[config.mk]
export PLATFORM = sky130hd
export DESIGN_NAME = alu_issue_stage
export DESIGN_NICKNAME = d
export VERILOG_FILES = /design/src/rtl/alu_issue_stage_pkg.sv /design/src/rtl/alu_issue_stage_wait_ctr.sv /design/src/rtl/alu_issue_stage.sv
export SDC_FILE = /design/constraint.sdc
export NUM_CORES = 1
export LEC_CHECK = 0
export CORE_MARGIN = 10
export CORE_UTILIZATION = 25
export DETAILED_ROUTE_END_ITERATION = 12
export PLACE_DENSITY = 0.6
export SLEW_MARGIN = 0
export SYNTH_ARGS = -nofsm -noshare
export SYNTH_HDL_FRONTEND = slang
export SYNTH_HIERARCHICAL = 1
export SYNTH_SLANG_ARGS = --single-unit
[constraint.sdc]
create_clock -name clk -period 3.3 [get_ports clk]
set_input_delay 0.33 -clock clk [delete_from_list [all_inputs] [get_ports clk]]
set_output_delay 0.33 -clock clk [all_outputs]
set_load 0.01 [all_outputs]
[src/rtl/alu_issue_stage_pkg.sv]
// Shared definitions for the ALU issue stage: opcode encodings, flag bit
// positions, FSM state type and the per-opcode flag mask.
package alu_issue_stage_pkg;

  localparam logic [2:0] OP_SLA = 3'b000;
  localparam logic [2:0] OP_SRA = 3'b001;
  localparam logic [2:0] OP_ADD = 3'b010;
  localparam logic [2:0] OP_SUB = 3'b011;
  localparam logic [2:0] OP_MUL = 3'b100;
  localparam logic [2:0] OP_AND = 3'b101;
  localparam logic [2:0] OP_OR  = 3'b110;
  localparam logic [2:0] OP_NOT = 3'b111;

  localparam int ZF = 0;
  localparam int OF = 1;
  localparam int NF = 2;

  typedef enum logic [1:0] {
    ST_IDLE = 2'd0,
    ST_EXEC = 2'd1,
    ST_HOLD = 2'd2
  } state_e;

  // Flags the ALU leaves undefined (possibly high-impedance) are forced to
  // constant zero so no unknown value can propagate into the captured flags.
  function automatic logic [2:0] mask_flags(input logic [2:0] op,
                                            input logic [2:0] flags);
    logic [2:0] masked;
    masked = flags;
    case (op)
      OP_AND, OP_OR, OP_NOT: begin
        masked[NF] = 1'b0;
        masked[OF] = 1'b0;
      end
      OP_SRA:  masked[OF] = 1'b0;
      default: masked = flags;
    endcase
    return masked;
  endfunction

endpackage

[src/rtl/alu_issue_stage_wait_ctr.sv]
// Loadable 4-bit down-counter that times the ALU settle interval; the zero
// flag tells the issue stage the result may be captured.
module alu_issue_stage_wait_ctr (
  input  logic       clk,
  input  logic       rst,
  input  logic       i_load,
  input  logic [3:0] i_loadVal,
  input  logic       i_dec,
  output logic       o_zero
);

  logic [3:0] r_count;

  // A load takes priority so a back-to-back accept restarts the interval.
  always_ff @(posedge clk or posedge rst) begin
    if (rst) begin
      r_count <= 4'd0;
    end else if (i_load) begin
      r_count <= i_loadVal;
    end else if (i_dec && (r_count != 4'd0)) begin
      r_count <= r_count - 4'd1;
    end
  end

  assign o_zero = (r_count == 4'd0);

endmodule

[src/rtl/alu_issue_stage.sv]
// Registered issue/capture stage around an external combinational ALU:
// holds operands stable for a settle interval, then captures result and flags.
module alu_issue_stage
  import alu_issue_stage_pkg::*;
#(
  parameter int DW       = 32,
  parameter int ALU_WAIT = 1,
  parameter int MUL_WAIT = 4
) (
  input  logic          clk,
  input  logic          rst,
  input  logic          in_valid,
  output logic          in_ready,
  input  logic [DW-1:0] in_a,
  input  logic [DW-1:0] in_b,
  input  logic [2:0]    in_op,
  output logic [DW-1:0] alu_a,
  output logic [DW-1:0] alu_b,
  output logic [2:0]    alu_op,
  input  logic [DW-1:0] alu_c,
  input  logic [2:0]    alu_d,
  output logic          out_valid,
  input  logic          out_ready,
  output logic [DW-1:0] out_c,
  output logic [2:0]    out_d,
  output logic [2:0]    sticky_d,
  input  logic          sticky_clr,
  output logic          busy
);

  localparam logic [3:0] ALU_LOAD = 4'(ALU_WAIT - 1);
  localparam logic [3:0] MUL_LOAD = 4'(MUL_WAIT - 1);

  state_e        r_state;
  state_e        w_stateNext;
  logic [DW-1:0] r_aluA;
  logic [DW-1:0] r_aluB;
  logic [2:0]    r_aluOp;
  logic [DW-1:0] r_outC;
  logic [2:0]    r_outD;
  logic [2:0]    r_sticky;

  logic          w_inReady;
  logic          w_accept;
  logic          w_capture;
  logic          w_ctrZero;
  logic          w_ctrDec;
  logic [3:0]    w_ctrLoadVal;
  logic [2:0]    w_maskedFlags;

  assign w_inReady     = (r_state == ST_IDLE) || ((r_state == ST_HOLD) && out_ready);
  assign w_accept      = in_valid && w_inReady;
  assign w_capture     = (r_state == ST_EXEC) && w_ctrZero;
  assign w_ctrDec      = (r_state == ST_EXEC) && !w_ctrZero;
  assign w_ctrLoadVal  = (in_op == OP_MUL) ? MUL_LOAD : ALU_LOAD;
  assign w_maskedFlags = mask_flags(r_aluOp, alu_d);

  alu_issue_stage_wait_ctr u_waitCtr (
    .clk       (clk),
    .rst       (rst),
    .i_load    (w_accept),
    .i_loadVal (w_ctrLoadVal),
    .i_dec     (w_ctrDec),
    .o_zero    (w_ctrZero)
  );

  always_ff @(posedge clk or posedge rst) begin
    if (rst) begin
      r_state <= ST_IDLE;
    end else begin
      r_state <= w_stateNext;
    end
  end

  always_comb begin
    w_stateNext = r_state;
    case (r_state)
      ST_IDLE: begin
        if (w_accept) begin
          w_stateNext = ST_EXEC;
        end
      end
      ST_EXEC: begin
        if (w_ctrZero) begin
          w_stateNext = ST_HOLD;
        end
      end
      ST_HOLD: begin
        if (out_ready) begin
          w_stateNext = in_valid ? ST_EXEC : ST_IDLE;
        end
      end
      default: w_stateNext = ST_IDLE;
    endcase
  end

  // Operands only move on accept, keeping the ALU inputs quiet while it settles.
  always_ff @(posedge clk or posedge rst) begin
    if (rst) begin
      r_aluA  <= '0;
      r_aluB  <= '0;
      r_aluOp <= 3'b000;
    end else if (w_accept) begin
      r_aluA  <= in_a;
      r_aluB  <= in_b;
      r_aluOp <= in_op;
    end
  end

  always_ff @(posedge clk or posedge rst) begin
    if (rst) begin
      r_outC <= '0;
      r_outD <= 3'b000;
    end else if (w_capture) begin
      r_outC <= alu_c;
      r_outD <= w_maskedFlags;
    end
  end

  // A capture coinciding with a clear keeps the new flags rather than losing them.
  always_ff @(posedge clk or posedge rst) begin
    if (rst) begin
      r_sticky <= 3'b000;
    end else if (w_capture) begin
      r_sticky <= (sticky_clr ? 3'b000 : r_sticky) | w_maskedFlags;
    end else if (sticky_clr) begin
      r_sticky <= 3'b000;
    end
  end

  assign in_ready  = w_inReady;
  assign alu_a     = r_aluA;
  assign alu_b     = r_aluB;
  assign alu_op    = r_aluOp;
  assign out_valid = (r_state == ST_HOLD);
  assign out_c     = r_outC;
  assign out_d     = r_outD;
  assign sticky_d  = r_sticky;
  assign busy      = (r_state != ST_IDLE);

endmodule

==> results of run 1 <==
cell type report:
cell class | count | area [µm²]
flip-flops and latches | 111 | 2780
clock buffers | 11 | 253
multi-input cells | 208 | 1420
inverters | 10 | 40.0
fillers | 1579 | 9680
clock inverters | 5 | 104
well taps | 220 | 275
repair buffers | 220 | 2210
metrics by stage:
stage,hold slack [ps],cell area [µm²]
final,272,7080
after global routing,283,7080
after CTS,252,7080
after detailed placement,462,6730
after global placement,460,6730
after floorplan,96.1,4320
worst max-delay path: cells and delay by family, from the launching register on:
family          cells  cell delay [ps]
compound gates      1              270
buf+inv             3              330
simple gates        4              810
flops               1              370
fa+ha+maj           1              240
cells by family (layout without fill, tap and decap cells):
group,Yosys count,count (layout),synth area share (%)
and+or+nand+nor,123,123,12.8
DFF,111,111,64.4
muxes,68,68,17.7
buffers and inverters,26,246,2.73
AOI/OAI and AO/OA,14,14,1.94
adders and majority gates,1,1,0.290
other,1,2,0.0869
power breakdown:
group | switching (mW) | internal (mW) | total [mW]
registers | 0.376 | 2.05 | 2.42
logic | 1.30 | 1.86 | 3.16
clock network | 0.495 | 0.784 | 1.28
total | 2.17 | 4.69 | 6.86
flip-flops by register name, indices dropped and copies added, names as in the netlist:
name               flops
sticky_d               3
r_state                2
alu_a                 32
out_c                 32
alu_op                 3
out_d                  3
alu_b                 32
u_waitCtr/r_count      4
per-layer routing:
layer  up-vias  track usage (%)
met5         -                0
li1       1553                -
met1      1603             12.4
met3        14             2.63
met4         0             5.29
met2       100             20.4
cell usage in the layout (no fill, tap or decap), types with 3 or more instances in the layout:
cell,count
clkdlybuf4s50_1,214
dfrtp_1,111
nand2_1,104
mux2_2,57
mux2_1,10
inv_1,9
clkbuf_16,9
o21ai_0,5
buf_4,4
nor3b_1,3
bufinv_16,3
a21oi_1,3
final timing paths:
kind / from / slack (ps) / end
max in group asynchronous: rst / 2070 / alu_b[9]$_DFFE_PP0P_
worst min-delay path: rst / 270 / u_waitCtr/r_count[0]$_DFFE_PP0P_
worst max register to register: u_waitCtr/r_count[0]$_DFFE_PP0P_ / 1180 / u_waitCtr/r_count[3]$_DFFE_PP0P_
worst max-delay path: u_waitCtr/r_count[0]$_DFFE_PP0P_ / 1180 / u_waitCtr/r_count[3]$_DFFE_PP0P_
worst min register to register: out_c[25]$_DFFE_PP0N_ / 480 / out_c[25]$_DFFE_PP0N_
min in group clk: out_c[25]$_DFFE_PP0N_ / 480 / out_c[25]$_DFFE_PP0N_
==> flow_summary.ini, run 1 <==
[synthesis]
synth_most_common_cell = dfrtp_1
ys_async_sr_fraction_pct = 100
synth.yosys.seq_area_share_pct = 64.4
synthTopCellsByArea = dfrtp_1, mux2_2, nand2_1, mux2_1, inv_1
yosys.area.top_type_share_pct = 64.4
syn_area_mm2 = 0.00431
netlist_instances = 344
synth.ff_latch_count = 111
synth_commonest_cells = dfrtp_1, nand2_1, mux2_2
synth-warning-count = 6
synth-edff-count = 0
avgSynthCellArea_um2 = 12.5
synth_top_area_cell = dfrtp_1
netlist-cell-type-count = 34
synth_top_flop_cell = dfrtp_1

[power_and_ir_drop]
p_per_area_mw_per_mm2 = 969
max-vdd-ir-drop_uv = 452
power.total_mw = 6.86
p_leak_nw = 3.06

[placement]
place_congestion = 0.729
dp_hpwl_um = 10500
dp_cells = 769
pre_cts_ws_ps = 1190
portBuffers = 214

[finish]
diodes = 0
final_util_pct = 42.3
fin_nets = 668
instances_no_fill = 785
synthToLayoutAreaGrowth_pct = 64.2
drive_gt1_share_pct = 15.4

[detailed_routing]
highest_layer = met4
first_iter_violations = 113
vias = 3270
ant_nets = 0
via_per_inst = 4.17
route.met3.wl_um = 879
routed_wl_um = 13500
wl_per_cell_um = 17.2
firstDrtPassIters = 4
drc = 0
wl_met2_um = 7250
drt-met1-wl_um = 5120

[floorplanning]
core-area_mm2 = 0.0168
ioPinCount = 215
die_w_um = 151
dieArea_mm2 = 0.0229
die_h_um = 151
num_rows = 47
initial_core_util_pct = 25.7

[cts]
post-cts-setup-buffer-count = 0
clock_sinks = 111
cts_buffers = 9
clk_latency_ps = 350
clk_path_buf_depth = 2
root_buffer = clkbuf_16
cts_resized = 0
cts_tree = yes
ctsHoldBuffers = 0
htree_levels = 3
cts.clk_slew.worst_paths_ps = 70

[timing]
timing.final.ws_setup_ps = 1180
fin_skew_ps = 8.33
fmaxAchievable_mhz = 471
finalSetupTns_ps = 0
hold_viol = 0
drv_slew = 0
period_needed_ps = 2120
grt_setup_unrepaired = no
worst_pin_slew_ps = 669
final-setup-viol-count = 0
post-route-period-util_pct = 64.3
max_slew_margin_pct = 55.4

[worst_setup_path]
critPathLaunchType = flop
cpPeakStageDelay_ps = 370
cp.arrival_ps = 2360
crit_slowest_cell = dfrtp_1
endpoint_kind = flop
required_ps = 3530
worstPathMaxFanout = 8
ff2ff_path_depth = 9
cp_cell_sequence = inv_1 -> ha_1 -> or3b_4 -> inv_1 -> nor3b_1 -> buf_4 -> nor4b_2 -> nor3b_1 -> a221o_1
crit_type = flop to flop

[global_routing]
grt_max_degree = 65
grt_antenna_before_repair = 0
first_global_vias = 3458
grt_pass1_wl_um = 20000
overflow = 0
grt_usage_pct = 11.4

[outcome]
status = completed

[flow_run]
maxCapViolCount = 0

[hold_path]
hold_class = input pin to async pin
Power figures use the tool's default switching activity.
==> run 2, diff against run 1 <==
clock period = 1.9 ns   (was 3.3 ns; I/O delays follow)
==> flow_summary.ini, run 2 (same netlist as run 1, synthesis figures left out) <==
[power_and_ir_drop]
p_seq_share_pct = 35.0
pwr-share-comb_pct = 49.1
power.total_mw = 12.1
p_per_area_mw_per_mm2 = 1650
switchingPower_mw = 3.89
p_sw_share_pct = 32.2
clkPwrFrac_pct = 15.8
max-vdd-ir-drop_uv = 569
p_int_mw = 8.21
p_leak_nw = 3.17

[timing]
post-route-period-util_pct = 96.1
fmaxAchievable_mhz = 548
hold_viol = 0
grt_setup_unrepaired = no
fin_skew_ps = 9.69
holdWs_ps = 134
period_needed_ps = 1830
final-setup-viol-count = 0
finalSetupTns_ps = 0
drv_slew = 0

[detailed_routing]
wl_per_cell_um = 17.3
drc = 0
ant_nets = 0
routed_wl_um = 13900
via_per_inst = 4.19
vias = 3370
firstDrtPassIters = 4
first_iter_violations = 121

[cts]
ctsHoldBuffers = 0
root_buffer = clkbuf_16
cts_tree = yes
clk_path_buf_depth = 2
clk_latency_ps = 350
cts_buffers = 9
clock_sinks = 111
cts.clk_slew.worst_paths_ps = 70
htree_levels = 3

[worst_setup_path]
critPathLaunchType = flop
worstPathMaxFanout = 7
crit_slowest_cell = dfrtp_1
endpoint_kind = flop
worst_path_most_repeated_cell = inv_2
cp_cell_sequence = inv_2 -> ha_4 -> or3b_4 -> inv_2 -> nor3b_4 -> buf_4 -> and3_4 -> o31a_1
cp.arrival_ps = 2060
cpPeakStageDelay_ps = 390
required_ps = 2130
crit_type = flop to flop

[finish]
fin_nets = 687
synthToLayoutAreaGrowth_pct = 69.8
final_util_pct = 43.7
drive_gt1_share_pct = 18.8
diodes = 0
layout_commonest_cell = clkdlybuf4s50_1
final_cell_mix = clkdlybuf4s50_1, dfrtp_1, nand2_1, mux2_2, buf_4
instances_no_fill = 804

[global_routing]
overflow = 0
grt_antenna_before_repair = 0
grt_usage_pct = 11.5
grt_pass1_wl_um = 20600
grt_max_degree = 62
first_global_vias = 3669

[placement]
portBuffers = 214
dp_hpwl_um = 10700
place_congestion = 0.739
dp_cells = 782

[floorplanning]
initial_core_util_pct = 25.7
die_w_um = 151
ioPinCount = 215
core-area_mm2 = 0.0168
dieArea_mm2 = 0.0229
num_rows = 47
die_h_um = 151

[flow_run]
maxCapViolCount = 0

[hold_path]
hold_class = input pin to async pin

[outcome]
status = completed
-- run 2: cell count changes in the layout (fill, tap and decap cells not counted), moves of 2 or more --
| cell | before | now |
|---|---|---|
| inv_1 | 9 | 7 |
| buf_12 | 2 | 10 |
| bufinv_16 | 3 | 1 |
| buf_4 | 4 | 14 |
| inv_2 | 0 | 2 |
-- run 2: path summary, 6_finish.rpt --
kind / startpoint / endpoint / slack [ps] / depth (start not counted)
hold / removal: rst / u_waitCtr/r_count[1]$_DFFE_PP0P_ / 130 / 2
min in group clk: alu_c[27] / out_c[27]$_DFFE_PP0N_ / 370 / 3
max in group asynchronous: rst / alu_a[30]$_DFFE_PP0P_ / 1250 / 3
setup / recovery: u_waitCtr/r_count[0]$_DFFE_PP0P_ / u_waitCtr/r_count[0]$_DFFE_PP0P_ / 70 / 8
hold reg to reg: out_d[1]$_DFFE_PP0N_ / out_d[1]$_DFFE_PP0N_ / 470 / 2
setup reg to reg: u_waitCtr/r_count[0]$_DFFE_PP0P_ / u_waitCtr/r_count[0]$_DFFE_PP0P_ / 70 / 8
-- run 2: cell type report --
type,count,area [µm²]
flip-flops and latches,111,2780
inverters,10,41.3
clock inverters,5,57.6
clock buffers,11,243
fillers,1546,9440
repair buffers,239,2470
multi-input cells,208,1460
well taps,220,275
-- run 2: timing repair --
item / CTS / global route
gates resized for setup: 0 / 2
setup buffers: 0 / 5
setup endpoints to repair: 0 / 35
-- run 2: power by group through the flow --
stage / combinational, mW / sequential [mW] / clock (mW)
after global placement: 5.77 / 4.23 / 0
final: 5.94 / 4.24 / 1.92
after detailed placement: 5.87 / 4.29 / 0
after floorplan: 1.92 / 4.75 / 0
after CTS: 5.88 / 4.26 / 1.99
after global routing: 6.38 / 4.39 / 2.09
-- run 2: layer usage --
layer	wire length (µm)	GRT usage (%)	up-vias
met1	5160	12.3	1653
met5	0	0	-
li1	-	-	1599
met4	343	5.87	0
met3	965	3.13	17
met2	7420	20.5	101
-- run 2: worst max-delay path, delay by kind of cell, from the launching register on --
kind | cells | cell delay (ps)
AND/OR/NAND/NOR | 3 | 590
flip-flops | 1 | 390
buffers and inverters | 3 | 350
AO/OA/AOI/OAI | 1 | 240
adder cells (fa/ha/maj) | 1 | 150
-- run 2: stage by stage --
step           worst slack [ps]  instance area (µm²)
3_3_place_gp               69.4                 6910
5_1_grt                    1.38                 7320
2_1_floorplan              14.2                 4340
4_1_cts                    4.88                 7210
6_report                   73.6                 7320
3_5_place_dp               17.6                 6910
